`config.mk`:
```
export PLATFORM = sky130hd
export DESIGN_NAME = vga_bounce_box
export DESIGN_NICKNAME = d
export VERILOG_FILES = /design/src/rtl/vga_bounce_box.sv
export SDC_FILE = /design/constraint.sdc
export NUM_CORES = 1
export LEC_CHECK = 0
export BUFFER_PORTS_ARGS = -buffer_cell sky130_fd_sc_hd__buf_2
export CORE_MARGIN = 4
export CORE_UTILIZATION = 55
export DETAILED_ROUTE_END_ITERATION = 6
export PLACE_DENSITY = 0.71
export SYNTH_ARGS = -nofsm -noshare
export SYNTH_HDL_FRONTEND = slang
export SYNTH_SLANG_ARGS = --single-unit
```
`constraint.sdc`:
```
create_clock -name CLOCK_50 -period 4.5 [get_ports CLOCK_50]
set_input_delay 0.9 -clock CLOCK_50 [delete_from_list [all_inputs] [get_ports CLOCK_50]]
set_output_delay 0.9 -clock CLOCK_50 [all_outputs]
set_load 0.05 [all_outputs]
```
`src/rtl/vga_bounce_box.sv`:
```
// vga_bounce_box: two-stage pixel pipeline drawing a bouncing box over a solid background.
// Optional VGA_BOX_BORDER_EN adds a 2-pixel white border around the box.
module vga_bounce_box #(
    parameter int         H_ACTIVE  = 800,
    parameter int         V_ACTIVE  = 600,
    parameter int         BOX_SIZE  = 32,
    parameter int         STEP      = 2,
    parameter logic [2:0] BG_COLOR  = 3'b001,
    parameter logic [2:0] BOX_COLOR = 3'b110
) (
    input  logic        CLOCK_50,
    input  logic        RESET_N,
    input  logic [10:0] HOR_CNT,
    input  logic [9:0]  VER_CNT,
    input  logic        HS_IN,
    input  logic        VS_IN,
    input  logic        PAUSE,
    output logic        VGA_RED,
    output logic        VGA_GREEN,
    output logic        VGA_BLUE,
    output logic        VGA_HS,
    output logic        VGA_VS,
    output logic        FRAME_TICK
);
    localparam logic [11:0] HA = 12'(H_ACTIVE);
    localparam logic [11:0] VA = 12'(V_ACTIVE);
    localparam logic [11:0] BS = 12'(BOX_SIZE);
    localparam logic [11:0] ST = 12'(STEP);

    typedef enum logic [1:0] {S_RUN, S_UPD_X, S_UPD_Y} state_t;

    state_t      state, state_nxt;
    logic [10:0] box_x, s1_h;
    logic [9:0]  box_y, s1_v;
    logic        dir_x, dir_y, pause_hold;
    logic        s1_act, s1_hs, s1_vs, s1_tick;
    logic        tick_in, hit_x, hit_y, in_box;
    logic [11:0] hc, vc, bx, by, h2, v2;
    logic [2:0]  box_rgb, rgb_nxt;

    assign hc      = {1'b0, HOR_CNT};
    assign vc      = {2'b0, VER_CNT};
    assign bx      = {1'b0, box_x};
    assign by      = {2'b0, box_y};
    assign h2      = {1'b0, s1_h};
    assign v2      = {2'b0, s1_v};
    assign tick_in = (vc == VA) && (hc == 12'd0);
    // Bounce detection at 12 bits so the edge sum cannot wrap
    assign hit_x   = dir_x ? (bx + BS + ST >= HA) : (bx <= ST);
    assign hit_y   = dir_y ? (by + BS + ST >= VA) : (by <= ST);

    always_comb begin
        state_nxt = state;
        state_nxt = (state == S_RUN)   ? (tick_in ? S_UPD_X : S_RUN) :
                    (state == S_UPD_X) ? S_UPD_Y : S_RUN;
    end

    always_ff @(posedge CLOCK_50 or negedge RESET_N) begin
        if (!RESET_N) begin
            state      <= S_RUN;
            pause_hold <= 1'b0;
        end else begin
            state <= state_nxt;
            if (state == S_RUN && tick_in)
                pause_hold <= PAUSE;
        end
    end

    always_ff @(posedge CLOCK_50 or negedge RESET_N) begin
        if (!RESET_N) begin
            box_x <= '0;
            box_y <= '0;
            dir_x <= 1'b1;
            dir_y <= 1'b1;
        end else if (!pause_hold) begin
            if (state == S_UPD_X) begin
                box_x <= dir_x ? (hit_x ? 11'(HA - BS) : box_x + 11'(ST))
                               : (hit_x ? 11'd0 : box_x - 11'(ST));
                dir_x <= hit_x ? ~dir_x : dir_x;
            end
            if (state == S_UPD_Y) begin
                box_y <= dir_y ? (hit_y ? 10'(VA - BS) : box_y + 10'(ST))
                               : (hit_y ? 10'd0 : box_y - 10'(ST));
                dir_y <= hit_y ? ~dir_y : dir_y;
            end
        end
    end

    always_ff @(posedge CLOCK_50 or negedge RESET_N) begin
        if (!RESET_N) begin
            s1_h    <= '0;
            s1_v    <= '0;
            s1_act  <= 1'b0;
            s1_hs   <= 1'b1;
            s1_vs   <= 1'b1;
            s1_tick <= 1'b0;
        end else begin
            s1_h    <= HOR_CNT;
            s1_v    <= VER_CNT;
            s1_act  <= (hc < HA) && (vc < VA);
            s1_hs   <= HS_IN;
            s1_vs   <= VS_IN;
            s1_tick <= tick_in;
        end
    end

    assign in_box = (h2 >= bx) && (h2 < bx + BS) && (v2 >= by) && (v2 < by + BS);

`ifdef VGA_BOX_BORDER_EN
    logic [11:0] off_x, off_y;
    assign off_x   = h2 - bx;
    assign off_y   = v2 - by;
    assign box_rgb = (off_x < 12'd2 || off_x >= BS - 12'd2 || off_y < 12'd2 || off_y >= BS - 12'd2)
                     ? 3'b111 : BOX_COLOR;
`else
    assign box_rgb = BOX_COLOR;
`endif

    assign rgb_nxt = !s1_act ? 3'b000 : in_box ? box_rgb : BG_COLOR;

    always_ff @(posedge CLOCK_50 or negedge RESET_N) begin
        if (!RESET_N) begin
            {VGA_RED, VGA_GREEN, VGA_BLUE} <= 3'b000;
            VGA_HS     <= 1'b1;
            VGA_VS     <= 1'b1;
            FRAME_TICK <= 1'b0;
        end else begin
            {VGA_RED, VGA_GREEN, VGA_BLUE} <= rgb_nxt;
            VGA_HS     <= s1_hs;
            VGA_VS     <= s1_vs;
            FRAME_TICK <= s1_tick;
        end
    end
endmodule

```
### After elaboration in Yosys (flattened, before gate mapping)

Cells that the tools add are included.
W data, S select, Z words.

* reduce and logical (&&, ||, !) cells: 12
* order comparisons: 10
* muxes and demuxes: 13
* eq/ne operators: 3
* bitwise operators: 3
* add/subtract/negate cells: 8

Operators by type and width (number)
* $mux W11: 3
* $mux W10: 3
* $add A12 B2 Y12 const B: 2
* $ge A12 B10 Y1 const B: 2
* $add A11 B6 Y12 const B: 1
* $logic_not A12 Y1: 1
* $lt A11 B12 Y1: 1
* $add A10 B6 Y11 const B: 1
* $add A11 B2 Y11 const B: 1
* $ge A11 B11 Y1: 1
* $le A11 B2 Y1 const B: 1
* $lt A10 B11 Y1: 1
* $lt A11 B10 Y1 const B: 1
* $sub A11 B2 Y11 const B: 1
* $add A10 B2 Y10 const B: 1
* $eq A10 B10 Y1 const B: 1
* $ge A10 B10 Y1: 1
* $le A10 B2 Y1 const B: 1
* $lt A10 B10 Y1 const B: 1
* $sub A10 B2 Y10 const B: 1
* $logic_and A1 B1 Y1: 6
* $mux W3: 2
* $reduce_and A3 Y1: 2
* $mux W2: 2
* 6 further kinds: 11

* output and inout port bits: 6
* logic and storage cells: 67
* bits in registers: 57
* bits of input ports: 26

### Longest topological paths before layout

* word-level depth: 7
* depth in mapped cells: 11
* depth with buffers taken out: 10

### Worst setup path after synthesis

No wires, ideal clock.

* kind: flip-flop to flip-flop
* start point: reg box_x[6]
* end point: reg VGA_BLUE
* library setup time: 0.124 ns
* arrival time: 2.573 ns
* buffers on the path: 1
* data required time: 4.376 ns
* slack: 1.803 ns
* cell stages (with the launch flop): 10
* clock period less this slack: 2.697 ns
* path through: dfrtp_1 -> ha_1 -> clkbuf_1 -> xor2_1 -> inv_1 -> ha_1 -> a2111o_1 -> o311ai_0 -> a21oi_1 -> o31a_1

* cells in the longest elaborated chain, start to end: 7
* elaborated cells on any way between the ends: 8
* classes of those cells: add/sub (1); order compare (2); mux (2); reduce/logical (3)

RTL lines
* from (decl): RTL line 33 `logic [10:0] box_x, s1_h;`
* from (signal assigned): RTL line 77 `box_x <= dir_x ? (hit_x ? 11'(HA - BS) : box_x + 11'(ST))`
* $add A11 B6 Y12: RTL line 107 `assign in_box = (h2 >= bx) && (h2 < bx + BS) && (v2 >= by) && (v2 < by + BS);`
* $lt A11 B12 Y1: RTL line 107
* $logic_and A1 B1 Y1 (*) (3 in a row): RTL line 107
* $mux W3 (*) (2 in a row): RTL line 119 `assign rgb_nxt = !s1_act ? 3'b000 : in_box ? box_rgb : BG_COLOR;`
* named net rgb_nxt[0]: RTL line 39 `logic [2:0] box_rgb, rgb_nxt;`
* to (signal assigned): RTL line 128 `{VGA_RED, VGA_GREEN, VGA_BLUE} <= rgb_nxt;`
* to (decl): RTL line 20 `output logic VGA_BLUE,`

Mark *: on every way through the listed nets, which the timed path passes. The rest lies on a longest branch.
A chain may end at the register's enable or synchronous reset.

### Final worst setup path

* start point: reg box_x[5]
* end point: reg VGA_BLUE

The elaborated chain is that of the path after synthesis.

==> impl_results.md <==
* Status: finished clean
* Yosys cell types at 72
* Busiest layer in global routing: met2
* RSZ-0062 raised after global routing: false
* Gate Count Post-Synth at 414
* Int Pwr at 0.000692 W
* Prevailing post-synth register cell: dfrtp_1
* Finished Layout Cells at 510
* Initial Util at 58.2%
* Peak VDD IR at 0.000145 V
* Fin Hold WS at 0.363 ns
* Later-pin clock latency in the skew report at 0.31 ns
* EDFF count, synth at 0
* Largest net degree at the start of global routing at 53
* Grt met2 use at 37.0%
* Detailed Place HPWL at 6560 um
* Avg Inst Size Synth at 9.14 sq um
* Largest cells by area after synthesis: dfrtp_1 30%, ha_1 14%, dfstp_2 4.2%
* Final nets at 499
* Kind of critical path: reg2reg
* Register area share after synthesis at 34.6%
* Arrival time worst endpoint at 3.38 ns
* Overall Global Routing Usage at 21.9%
* Actual slew at the worst max-slew pin at 0.697 ns
* Die height at 90.9 um
* # fillers at 568
* Wirelength, routed at 8800 um
* Sequential Power Share at 53.7%
* Number of buffers added on ports at 31
* Met1 Resource Use GR at 29.1%
* WP data required at 4.70 ns
* First-iteration detailed-routing DRC count at 194
* Post-Syn Nets at 481
* Worst setup SP type: flip-flop
* Maxcap violations at 0
* Syn-to-layout area delta at 7.67%
* Post-route setup slack at 1.32 ns
* Num CTS Buffers at 5
* Vias/cell at 6.19
* Worst hold path class: reg2reg
* Detail Route Antenna Nets at 0
* Root Buffer: clkbuf_8
* PostCTS Resize Cnt at 0
* Share of cells above drive strength 1 at 13.9%
* Leakage at 1.71 nW
* Max clock buf depth at 2
* Global route overflow at 0
* Post-Synthesis Cell Area at 3780 sq um
* Final TNS setup at 0 ns
* Via count at 3159
* Cts hold-fix bufs at 0
* Max Freq at 315 MHz
* CTS tree: yes
* Dpl ws at 1.33 ns
* Cell taking the most area after synthesis: dfrtp_1
* Core Rows at 29
* Io pins at 32
* Die area at 8270 sq um
* Slew HR at 52.8%
* H-tree lvl count at 2
* First drt pass iteration count at 4
* Post-CTS setup buffers at 0
* Final period utilization at 70.6%
* GPL Wtd Cong at 0.925
* Switching Share at 23.6%
* Power Dens Cells at 223 nW/um^2
* Sequential cell area at 1310 sq um
* DIE WIDTH at 90.9 um
* Final setup fails at 0
* Routed wire per std cell at 17.3 um
* Synth warn at 0
* Grt met3 use at 4.08%
* DRC viols at 0
* Post-synthesis register bit count at 52
* Clk sinks at 52
* Clock share of power at 38.5%
* R2R setup slack at 1.32 ns
* Antenna cells at 0
* Async SR Flop Fraction at 100%
* Clk slew on worst S/H paths at 0.10 ns
* Max FO, Critical Path at 16
* Antenna violations before repair at 0
* Core box area at 6490 sq um
* Number of global-route vias before repair at 3119
* Placed instance count at 502
* Logic pwr share at 7.7%
* Final Hold Viols at 0
* Skew final at 0.00792 ns
* First-pass GRT wire length at 15100 um
* Worst Setup End Kind: flip-flop
* Synth top area share at 30.4%
* Area of the multi-input gates at 2290 sq um
* P_sw at 0.000214 W
* Fin. max-slew vios at 0
* Minimum clock period after layout at 3.18 ns
-- cells in the final DEF (no fill, tap or decap), drive strengths merged, types with 5 or more instances in the layout --
cell,Yosys,routed
a21o,7,7
a21oi,11,11
and3,5,5
buf,8,32
clkbuf,13,6
dfrtp,46,46
dfstp,6,6
ha,41,41
inv,24,24
nand2,34,34
nand2b,7,7
nand3,14,14
nand3b,5,5
nand4,6,6
nor2,26,26
nor3,19,19
nor4,7,7
o211ai,5,5
o21a,10,10
o21ai,21,21
o22ai,9,9
o311ai,8,8
o31ai,6,6
xnor2,16,16
-- cell families (layout without fill, tap and decap cells) --
family	count (synthesis)	in the layout	synth area share (%)
buffers and inverters	45	64	4.76
xor gates and xnor gates	18	18	4.17
AOI/OAI and AO/OA	111	111	22.1
and+or+nand+nor	144	144	19.9
adders and majority gates	41	41	13.6
DFF	52	52	34.6
muxes	3	3	0.959
-- synthesized netlist by cell type (all sizes together) (2+ instances only) --
cell type  number
dfrtp          46
ha             41
nand2          34
nor2           26
inv            24
o21ai          21
nor3           19
xnor2          16
nand3          14
clkbuf         13
a21oi          11
o21a           10
o22ai           9
buf             8
o311ai          8
a21o            7
nand2b          7
nor4            7
dfstp           6
nand4           6
o31ai           6
and3            5
nand3b          5
o211ai          5
a211oi          4
a31oi           4
a32oi           4
nor3b           4
o31a            4
nor2b           3
a2111o          2
a2111oi         2
a22o            2
and2            2
mux2            2
nor4b           2
or2             2
or3             2
xor2            2
-- state kept, by name (all words and copies together), names as in the netlist, 2 cells and up --
| signal | count |
|---|---|
| box_y | 9 |
| s1_h | 10 |
| box_x | 10 |
| s1_v | 9 |
| state | 2 |
-- worst max-delay path, cell delays in order (launching register included) --
cell and delay [ns]:
dfrtp_1 0.70, ha_1 0.48, xor2_1 0.32, inv_1 0.08
ha_1 0.30, a2111o_1 0.41, o311ai_0 0.29, a21oi_1 0.15
o31a_1 0.32
-- final timing paths --
kind	endpoint	startpoint	depth (start not counted)
setup reg to reg	VGA_BLUE	box_x[5]	8
max in group asynchronous	box_x[2]	RESET_N	2
setup / recovery	VGA_BLUE	box_x[5]	8
hold reg to reg	VGA_HS	s1_hs	0
hold / removal	VGA_HS	s1_hs	0
min in group asynchronous	s1_v[1]	RESET_N	2
-- power groups by stage --
stage	combinational [W]	sequential, W	clock (W)
final	0.0000699	0.000487	0.000349
after global routing	0.0000803	0.000488	0.000377
after CTS	0.0000715	0.000487	0.000357
after detailed placement	0.0000708	0.000496	0
after global placement	0.0000685	0.000496	0
after floorplan	0.0000317	0.000500	0
-- through the flow --
stage / area [sq um] / power, W / utilization, %
after global placement: 3950 / 0.000565 / 60.8
final: 4070 / 0.000906 / 62.7
after CTS: 4070 / 0.000915 / 62.7
after floorplan: 3780 / 0.000532 / -
after global routing: 4070 / 0.000945 / 62.7
after detailed placement: 3950 / 0.000567 / 60.8
-- routing by layer --
layer	vias to the layer above	part of all wire, %
li1	1567	-
met1	1507	47
met2	75	48
met3	10	3.5
met4	0	1.1
met5	-	0
-- area by class of cell --
class,instances,share of cell area (%)
repair buffers,32,3.99
clock inverters,2,0.952
clock buffers,6,2.03
well taps,77,2.37
flip-flops and latches,52,32.1
multi-input cells,317,56.3
inverters,24,2.21
Power figures use the tool's default switching activity.
